`config.mk`:
```
export PLATFORM = sky130hd
export DESIGN_NAME = sync_fifo_param_flat
export DESIGN_NICKNAME = d
export VERILOG_FILES = /design/src/rtl/sync_fifo_pkg.sv /design/src/rtl/sync_fifo_param_if.sv /design/src/rtl/fifo_mem_2p.sv /design/src/rtl/sync_fifo_param.sv /design/src/flat_wrapper.sv
export SDC_FILE = /design/constraint.sdc
export NUM_CORES = 1
export LEC_CHECK = 0
export BUFFER_PORTS_ARGS = -buffer_cell sky130_fd_sc_hd__buf_2
export CAP_MARGIN = 0
export CORE_UTILIZATION = 53
export DETAILED_ROUTE_END_ITERATION = 10
export MAX_ROUTING_LAYER = met4
export PLACE_DENSITY = 0.75
export SYNTH_ARGS = -nofsm -noshare
export SYNTH_HDL_FRONTEND = slang
export SYNTH_HIERARCHICAL = 1
export SYNTH_SLANG_ARGS = --single-unit
export TNS_END_PERCENT = 10
```
`constraint.sdc`:
```
create_clock -name clk -period 2.4 [get_ports clk]
set_input_delay 0.48 -clock clk [delete_from_list [all_inputs] [get_ports clk]]
set_output_delay 0.48 -clock clk [all_outputs]
set_load 0.05 [all_outputs]
```
`src/rtl/sync_fifo_pkg.sv`:
```
// ============================================================================
// Module : sync_fifo_pkg
// Brief  : Shared types, pointer sizing and parameter legality for the FIFO.
// Rev    : 1.0
// ============================================================================
`default_nettype none

package sync_fifo_pkg;

    typedef enum logic {
        FIFO_STD  = 1'b0,
        FIFO_FWFT = 1'b1
    } fifo_mode_e;

    // One extra MSB beyond the index distinguishes full from empty.
    function automatic int ptr_width(input int depth);
        return $clog2(depth) + 1;
    endfunction

    function automatic bit is_pow2(input int value);
        return (value >= 2) && ((value & (value - 1)) == 0);
    endfunction

    function automatic bit params_legal(input int data_width, input int depth,
                                        input int af_thresh, input int ae_thresh,
                                        input int fwft);
        return (data_width >= 1) && is_pow2(depth)
            && (af_thresh >= 1) && (af_thresh <= depth)
            && (ae_thresh >= 0) && (ae_thresh <= depth - 1)
            && ((fwft == 0) || (fwft == 1));
    endfunction

endpackage : sync_fifo_pkg

`default_nettype wire

```
`src/rtl/sync_fifo_param_if.sv`:
```
// ============================================================================
// Module : sync_fifo_param_if
// Brief  : Producer/consumer bus of sync_fifo_param (data, handshake, flags).
// Rev    : 1.0
// ============================================================================
`default_nettype none

interface sync_fifo_param_if
    import sync_fifo_pkg::*;
#(
    parameter int DATA_WIDTH = 8,
    parameter int DEPTH      = 8
);
    localparam int c_PW = ptr_width(DEPTH);

    logic                  w_en;
    logic [DATA_WIDTH-1:0] data_in;
    logic                  r_en;
    logic [DATA_WIDTH-1:0] data_out;
    logic                  full;
    logic                  empty;
    logic                  almost_full;
    logic                  almost_empty;
    logic [c_PW-1:0]       count;
    logic                  overflow;
    logic                  underflow;

    modport master (
        output w_en, data_in, r_en,
        input  data_out, full, empty, almost_full, almost_empty,
               count, overflow, underflow
    );

    modport slave (
        input  w_en, data_in, r_en,
        output data_out, full, empty, almost_full, almost_empty,
               count, overflow, underflow
    );

endinterface : sync_fifo_param_if

`default_nettype wire

```
`src/rtl/fifo_mem_2p.sv`:
```
// ============================================================================
// Module : fifo_mem_2p
// Brief  : Dual-port storage, one synchronous write port, one async read port.
// Rev    : 1.0
// ============================================================================
`default_nettype none

module fifo_mem_2p #(
    parameter int DATA_WIDTH = 8,
    parameter int DEPTH      = 8
) (
    input  wire logic                     clk,
    input  wire logic                     i_we,
    input  wire logic [$clog2(DEPTH)-1:0] i_waddr,
    input  wire logic [DATA_WIDTH-1:0]    i_wdata,
    input  wire logic [$clog2(DEPTH)-1:0] i_raddr,
    output logic      [DATA_WIDTH-1:0]    o_rdata
);

    logic [DATA_WIDTH-1:0] r_mem [DEPTH];

    always_ff @(posedge clk) begin
        if (i_we) begin
            r_mem[i_waddr] <= i_wdata;
        end
    end

    assign o_rdata = r_mem[i_raddr];

endmodule : fifo_mem_2p

`default_nettype wire

```
`src/rtl/sync_fifo_param.sv`:
```
// ============================================================================
// Module : sync_fifo_param
// Brief  : Single-clock FIFO with count, almost flags, error pulses and FWFT.
// Rev    : 1.0
// ============================================================================
`default_nettype none

module sync_fifo_param
    import sync_fifo_pkg::*;
#(
    parameter int DATA_WIDTH = 8,
    parameter int DEPTH      = 8,
    parameter int AF_THRESH  = DEPTH - 1,
    parameter int AE_THRESH  = 1,
    parameter int FWFT       = 0
) (
    input  wire logic         clk,
    input  wire logic         rst,
    sync_fifo_param_if.slave  bus
);

    localparam int              c_AW   = $clog2(DEPTH);
    localparam int              c_PW   = ptr_width(DEPTH);
    localparam fifo_mode_e      c_MODE = (FWFT != 0) ? FIFO_FWFT : FIFO_STD;
    localparam logic [c_PW-1:0] c_AF   = c_PW'(AF_THRESH);
    localparam logic [c_PW-1:0] c_AE   = c_PW'(AE_THRESH);

    if (!params_legal(DATA_WIDTH, DEPTH, AF_THRESH, AE_THRESH, FWFT)) begin : g_param_check
        $error("sync_fifo_param: illegal parameter combination");
    end

    logic [c_PW-1:0]       r_wptr;
    logic [c_PW-1:0]       r_rptr;
    logic                  r_overflow;
    logic                  r_underflow;
    logic                  w_full;
    logic                  w_empty;
    logic [c_PW-1:0]       w_count;
    logic                  w_wr_acc;
    logic                  w_rd_acc;
    logic [DATA_WIDTH-1:0] w_rdata;

    // Flags depend only on the registered pointers, never on w_en/r_en.
    assign w_full   = (r_wptr[c_AW-1:0] == r_rptr[c_AW-1:0]) && (r_wptr[c_AW] != r_rptr[c_AW]);
    assign w_empty  = (r_wptr == r_rptr);
    assign w_count  = r_wptr - r_rptr;
    assign w_wr_acc = bus.w_en && !w_full && !rst;
    assign w_rd_acc = bus.r_en && !w_empty && !rst;

    always_ff @(posedge clk) begin
        if (rst) begin
            r_wptr      <= '0;
            r_rptr      <= '0;
            r_overflow  <= 1'b0;
            r_underflow <= 1'b0;
        end else begin
            if (w_wr_acc) begin
                r_wptr <= r_wptr + 1'b1;
            end
            if (w_rd_acc) begin
                r_rptr <= r_rptr + 1'b1;
            end
            r_overflow  <= bus.w_en && w_full;
            r_underflow <= bus.r_en && w_empty;
        end
    end

    fifo_mem_2p #(
        .DATA_WIDTH (DATA_WIDTH),
        .DEPTH      (DEPTH)
    ) u_mem (
        .clk     (clk),
        .i_we    (w_wr_acc),
        .i_waddr (r_wptr[c_AW-1:0]),
        .i_wdata (bus.data_in),
        .i_raddr (r_rptr[c_AW-1:0]),
        .o_rdata (w_rdata)
    );

    if (c_MODE == FIFO_FWFT) begin : g_fwft
        assign bus.data_out = w_empty ? '0 : w_rdata;
    end else begin : g_std
        logic [DATA_WIDTH-1:0] r_dout;

        always_ff @(posedge clk) begin
            if (rst) begin
                r_dout <= '0;
            end else if (w_rd_acc) begin
                r_dout <= w_rdata;
            end
        end

        assign bus.data_out = r_dout;
    end

    assign bus.full         = w_full;
    assign bus.empty        = w_empty;
    assign bus.count        = w_count;
    assign bus.almost_full  = (w_count >= c_AF);
    assign bus.almost_empty = (w_count <= c_AE);
    assign bus.overflow     = r_overflow;
    assign bus.underflow    = r_underflow;

endmodule : sync_fifo_param

`default_nettype wire

```
`src/flat_wrapper.sv`:
```
// flat-port wrapper written by rule: the top's interface ports become plain ports
module sync_fifo_param_flat import sync_fifo_pkg::*;
#(
    parameter int DATA_WIDTH = 8,
    parameter int DEPTH      = 8,
    parameter int AF_THRESH  = DEPTH - 1,
    parameter int AE_THRESH  = 1,
    parameter int FWFT       = 0
)
  (clk, rst, bus_w_en, bus_data_in, bus_r_en, bus_data_out, bus_full, bus_empty, bus_almost_full, bus_almost_empty, bus_count, bus_overflow, bus_underflow);
  sync_fifo_param_if #(.DATA_WIDTH(DATA_WIDTH), .DEPTH(DEPTH)) bus_i ();
  input  wire logic clk;
  input  wire logic rst;
  input wire logic [$bits(bus_i.w_en)-1:0] bus_w_en;
  input wire logic [$bits(bus_i.data_in)-1:0] bus_data_in;
  input wire logic [$bits(bus_i.r_en)-1:0] bus_r_en;
  output wire logic [$bits(bus_i.data_out)-1:0] bus_data_out;
  output wire logic [$bits(bus_i.full)-1:0] bus_full;
  output wire logic [$bits(bus_i.empty)-1:0] bus_empty;
  output wire logic [$bits(bus_i.almost_full)-1:0] bus_almost_full;
  output wire logic [$bits(bus_i.almost_empty)-1:0] bus_almost_empty;
  output wire logic [$bits(bus_i.count)-1:0] bus_count;
  output wire logic [$bits(bus_i.overflow)-1:0] bus_overflow;
  output wire logic [$bits(bus_i.underflow)-1:0] bus_underflow;
  assign bus_i.w_en = bus_w_en;
  assign bus_i.data_in = bus_data_in;
  assign bus_i.r_en = bus_r_en;
  assign bus_data_out = bus_i.data_out;
  assign bus_full = bus_i.full;
  assign bus_empty = bus_i.empty;
  assign bus_almost_full = bus_i.almost_full;
  assign bus_almost_empty = bus_i.almost_empty;
  assign bus_count = bus_i.count;
  assign bus_overflow = bus_i.overflow;
  assign bus_underflow = bus_i.underflow;
  sync_fifo_param #(.DATA_WIDTH(DATA_WIDTH), .DEPTH(DEPTH), .AF_THRESH(AF_THRESH), .AE_THRESH(AE_THRESH), .FWFT(FWFT)) u_core (.clk(clk), .rst(rst), .bus(bus_i));
endmodule
```
# [After elaboration in Yosys (flattened, before gate mapping)]
# Memories as Yosys holds them, arrays and structs flattened. A register that Yosys moved wholly into a read port is not among the register bits.
# Cells that the tools add are included.
[op_classes] addsub=3 n_lt_le_gt_ge=2 n_eq_ne=3 mux=2 reduce_logical=10
[op_table] cell="$add 4x1->4 const B" count=2
[op_table] cell="$logic_and 1x1->1" count=7
[op_table] cell="$eq 4x4->1" count=1
[op_table] cell="$ge 4x3->1 const B" count=1
[op_table] cell="$le 4x1->1 const B" count=1
[op_table] cell="$sub 4x4->4" count=1
[op_table] cell="$eq 3x3->1" count=1
[op_table] cell="$logic_not 1->1" count=3
[op_table] cell="$mux 1" count=2
[op_table] cell="$ne 1x1->1" count=1
[word_totals] ff_bits=10 ramBits=64 out_inout_bits=18 wordCells=25 n_memories=1
[memory_table] memory="u_core.u_mem.r_mem" depth=8 width=8 read_ports=1 rd_ports_with_merged_regs=1 wr=1 line="fifo_mem_2p.sv:20" text="logic [DATA_WIDTH-1:0] r_mem [DEPTH];"

# [Logic depth before layout (Yosys ltp)]
[depth] word_depth=7 mapped_depth=8

# [By module]
# The synthesis kept the hierarchy.
[modules_own_cells] mod="fifo_mem_2p" n_inst=1 cells_per_inst=106 area_per_inst_um2=2531.2 seq_area_each_um2=1921.8
[modules_own_cells] mod="sync_fifo_param" n_inst=1 cells_per_inst=110 area_per_inst_um2=978.4 seq_area_each_um2=360.3

# [Worst setup path after synthesis]
# Ideal clock, no wire load.
[synth_path] kind="flip-flop to output port" startpoint="register u_core.r_wptr[0]" endpoint="output bus_almost_empty" arrival_time_ps=2736 required_ps=1920 path_slack_ps=-816 path_stages_with_launch=7 n_path_buf=0 cell_sequence="dfxtp_1 > inv_1 > ha_1 > fa_1 > xor2_1 > inv_1 > a211oi_1"
[synth_via] elab_chain_cells=2
[synth_rtl] item="start, declared" line="sync_fifo_param.sv:32" text="logic [c_PW-1:0] r_wptr;"
[synth_rtl] item="start signal, assigned" line="sync_fifo_param.sv:58" text="r_wptr <= r_wptr + 1'b1;"
[synth_rtl] item="$sub 4x4->4" line="sync_fifo_param.sv:46" text="assign w_count = r_wptr - r_rptr;"
[synth_rtl] item="net bus_count[2]" line="flat_wrapper.sv:22" text="output wire logic [$bits(bus_i.count)-1:0] bus_count;"
[synth_rtl] item="$le 4x1->1" line="sync_fifo_param.sv:100" text="assign bus.almost_empty = (w_count <= c_AE);"
[synth_rtl] item="end, declared" line="flat_wrapper.sv:21" text="output wire logic [$bits(bus_i.almost_empty)-1:0] bus_almost_empty;"
# The timed path passes the listed nets, and every way through them passes these cells.

# [Worst setup path after layout]
[layout_path] startpoint="register u_core.r_wptr[0]" endpoint="output bus_almost_full"
[layout_via] elab_chain_cells=2
[layout_rtl] item="$sub 4x4->4" line="sync_fifo_param.sv:46"
[layout_rtl] item="$ge 4x3->1" line="sync_fifo_param.sv:99" text="assign bus.almost_full = (w_count >= c_AF);"
[layout_rtl] item="end, declared" line="flat_wrapper.sv:20" text="output wire logic [$bits(bus_i.almost_full)-1:0] bus_almost_full;"
# Every way passes these cells.

==> flow_summary.toml <==
[outcome]
status = "finished, final reports clean"

[die]
floorplan.io_pins = 30
design.die.area_um2 = 6950
floorplan.initialDensity_pct = 55.0
overall_die_width_um = 83.4
coreArea_um2 = 6390
rows = 29
die_height_um = 83.4

[final_layout]
finalNetCount = 286
antennaDiodeCount = 0
mostFrequentLayoutCell = "sky130_fd_sc_hd__edfxtp_1"
filler_cell_count = 475
most-common-layout-cells = "64 x sky130_fd_sc_hd__edfxtp_1, 26 x sky130_fd_sc_hd__buf_2, 23 x sky130_fd_sc_hd__buf_4"
layout.cells.non_filler = 349
proportion_of_layout_cells_with_a_drive_suffix_above_1_pct = 34.6
area_overhead_of_the_layout_relative_to_synthesis_pct = 16.0

[flow_run]
maxCapViolations = 0

[power_and_ir_drop]
comb_power_share_pct = 24.4
power_switching_share_pct = 30.7
power.ir.vdd_worst_v = 0.000640
power_density_nw_per_um2 = 792
cellLeakagePower_nw = 1.52
power_frac_seq_pct = 49.5
cellInternalPower_mw = 2.24
switchingPower_mw = 0.988
relative_contribution_of_the_clock_network_to_total_power_pct = 26.1
post-layout-total-power_mw = 3.22

[yosys]
synth-adder-area-share_pct = 2.35
synthDominantAreaCellType = "sky130_fd_sc_hd__edfxtp_1"
ys.warnings.count = 6
syn-num-nets = 234
synth_top_cell_area_share_pct = 54.8
yosys-mux-area-fraction_pct = 18.8
yosys_register_bits = 82
synth-compound-area-share_pct = 2.89
post_synth_instance_area_um2 = 3510
synth_top_cells_by_area = "sky130_fd_sc_hd__edfxtp_1 55%, sky130_fd_sc_hd__mux4_1 11%, sky130_fd_sc_hd__dfxtp_1 10%"
synth_cells = 216
synth_top_family_by_area = "multiplexers"
synth_simple_gate_area_share_pct = 7.13
synth_cell_types = 36
share_of_synthesized_area_occupied_by_flip_flops_and_latches_pct = 65.0
xor_xnor_cell_area_share_of_the_yosys_netlist_pct = 0.963
postSynthAreaPerCell_um2 = 16.2

[clock_tree]
insertion_delay_ns = 0.35
clockRootBuffer = "sky130_fd_sc_hd__clkbuf_8"
cts_buffers = 9
holdBufCountCts = 0
clock_sinks = 82
clock_tree.buffer_depth = 2
cts_tree = "built"
cts.clk_slew.worst_paths_ns = 0.08
ctsHtreeMaxLevel = 3

[place]
finalWeightedCongestion = 0.820
detailed_place_hpwl_mm = 4.27
numPlacedInstances = 332
placement.io_buffers = 29

[global_routing]
grt_pass1_vias = 2018
wire_length_of_the_first_global_routing_pass_mm = 10.4
grt_max_degree = 21
track_usage_pct = 21.2
antenna_found_initial = 0
grt_overflow_total = 0

[detailed_routing]
drc_errors = 0
post_detailed_route_wirelength_per_cell_um = 18.6
drt.antenna.violating_nets = 0
via_count = 1968
drt_pass1_iterations = 4
drt_iter0_drc = 162
wl_mm = 6.50
avgViaCountPerCell = 5.64

[worst_setup_path]
slowest_stage = "sky130_fd_sc_hd__fa_2"
cp_slowest_stage_delay_ns = 0.35
setup.worst_path.class = "flop to primary output"
timing.critical_path.cells = "inv_2, ha_4, fa_2, xor2_1, inv_2, a32o_2, buf_6"
critPathTopFamily = "adder cells"
worstReg2RegStart = "u_core/r_rptr[1]"
worst_ep_arrival_time_ns = 1.90
data_required_time_of_the_worst_path_ns = 1.92
critical_path_peak_fanout = 3
r2r_end = "u_core/u_mem/r_mem[4][7]"
end_kind = "primary output"
reg2reg_slack_ns = 0.20
startpoint_type = "flop"
path_buf_inv = 3
reg2regPathDepth = 8
critPathMostFrequentCell = "sky130_fd_sc_hd__inv_2"

[hold_path]
hold_end = "u_core/u_mem/r_mem[6][6]"
whs_path_depth = 1
min-delay-path-class = "input pin to flop"
min-delay-start = "bus_data_in[6]"

[sta]
skew_ns = 0.0130
timing.final.hold_violations = 0
maximum_achievable_frequency_mhz = 420
rsz0062_at_grt = "yes"
fin_crit_period_ns = 2.38
setup_viol = 0
post-route-period-util_pct = 99.3
max_slew_margin_pct = 74.4
slew_violations = 0
worst-slew-pin-transition_ns = 0.383
==> cells by family (layout without fill, tap and decap cells) <==
group | Yosys count | after routing
fa+ha+maj | 6 | 6
buf+inv | 18 | 74
compound gates | 14 | 14
mux | 38 | 38
flops | 82 | 82
simple gates | 55 | 55
xor+xnor | 3 | 3
==> metrics by stage <==
| stage | util (%) | hold slack, ns | setup WS (ns) | setup TNS (ns) | cell area, um^2 |
|---|---|---|---|---|---|
| after floorplan | - | 0.522 | -0.150 | -2.52 | 3520 |
| after global placement | 60.2 | 0.439 | 0.227 | 0 | 3840 |
| after detailed placement | 60.2 | 0.444 | 0.199 | 0 | 3840 |
| after CTS | 63.2 | 0.374 | -0.0186 | -0.0186 | 4030 |
| after global routing | 63.8 | 0.379 | -0.0554 | -0.0690 | 4070 |
| final | 63.8 | 0.391 | 0.0173 | 0 | 4070 |
==> state kept, by name, indices dropped and copies added, names as in the netlist <==
name                  flops
u_core/u_mem/r_mem       64
u_core/bus.data_out       8
u_core/r_rptr             4
u_core/r_wptr             4
u_core/bus.overflow       1
u_core/bus.underflow      1
==> synth_stat cells <==
master,number
sky130_fd_sc_hd__a211oi_1,1
sky130_fd_sc_hd__a21boi_1,1
sky130_fd_sc_hd__a21boi_2,1
sky130_fd_sc_hd__a21o_1,1
sky130_fd_sc_hd__a21oi_1,5
sky130_fd_sc_hd__a32o_1,1
sky130_fd_sc_hd__and2_1,2
sky130_fd_sc_hd__and3_1,3
sky130_fd_sc_hd__buf_1,1
sky130_fd_sc_hd__buf_12,1
sky130_fd_sc_hd__buf_2,2
sky130_fd_sc_hd__buf_6,2
sky130_fd_sc_hd__clkbuf_1,4
sky130_fd_sc_hd__dfxtp_1,18
sky130_fd_sc_hd__edfxtp_1,64
sky130_fd_sc_hd__fa_1,1
sky130_fd_sc_hd__ha_1,5
sky130_fd_sc_hd__inv_1,8
sky130_fd_sc_hd__mux2_2,13
sky130_fd_sc_hd__mux2_4,1
sky130_fd_sc_hd__mux2i_1,8
sky130_fd_sc_hd__mux4_1,15
sky130_fd_sc_hd__mux4_2,1
sky130_fd_sc_hd__nand2_1,20
sky130_fd_sc_hd__nand2b_1,3
sky130_fd_sc_hd__nand3_1,2
sky130_fd_sc_hd__nand3b_1,1
sky130_fd_sc_hd__nand4_1,2
sky130_fd_sc_hd__nor2_1,16
sky130_fd_sc_hd__nor2b_1,4
sky130_fd_sc_hd__nor3_1,2
sky130_fd_sc_hd__o2111ai_1,2
sky130_fd_sc_hd__o31ai_1,2
sky130_fd_sc_hd__xnor2_1,1
sky130_fd_sc_hd__xor2_1,1
sky130_fd_sc_hd__xor2_2,1
==> routing by layer <==
layer | track usage (%) | vias to the layer above | wire length (um)
li1 | - | 931 | -
met1 | 26.2 | 960 | 2830
met2 | 33.6 | 69 | 3210
met3 | 3.78 | 8 | 359
met4 | 11.0 | 0 | 99
met5 | - | - | 0
==> area by class of cell <==
class	instances	area (um^2)	area share, %
multi-input combinational	116	1180	28.9
clock buffer	10	128	3.13
clock inverter	5	31.3	0.768
inverter	8	30.0	0.737
tap	77	96.3	2.37
timing repair buffer	51	325	7.99
sequential	82	2290	56.1
==> power groups by stage <==
stage               logic, mW  clock network [mW]  registers [mW]
CTS                     0.777               0.865            1.60
global route            0.831               0.920            1.60
floorplan               0.510                   0            1.71
global placement        0.728                   0            1.63
finish                  0.787               0.840            1.60
detailed placement      0.740                   0            1.63
==> worst max-delay path by stage <==
stage | from | end | slack, ns | depth (start not counted)
finish | u_core/r_wptr[0] | bus_almost_full | 0.02 | 7
global route | u_core/r_wptr[0] | bus_almost_full | -0.06 | 7
CTS | u_core/r_wptr[0] | bus_almost_full | -0.02 | 7
detailed placement | u_core/r_rptr[1] | u_core/u_mem/r_mem[4][2] | 0.20 | 8
global placement | u_core/r_wptr[2] | u_core/u_mem/r_mem[4][3] | 0.23 | 7
floorplan | u_core/r_wptr[0] | u_core/u_mem/r_mem[0][0] | -0.15 | 8
==> timing repair <==
item                       4_1_cts  5_1_grt
setup buffers                    0        2
pin swaps                        1        3
resized for setup               12        5
setup endpoints to repair        2       13
No activity file was read; power rests on OpenSTA's default activity.
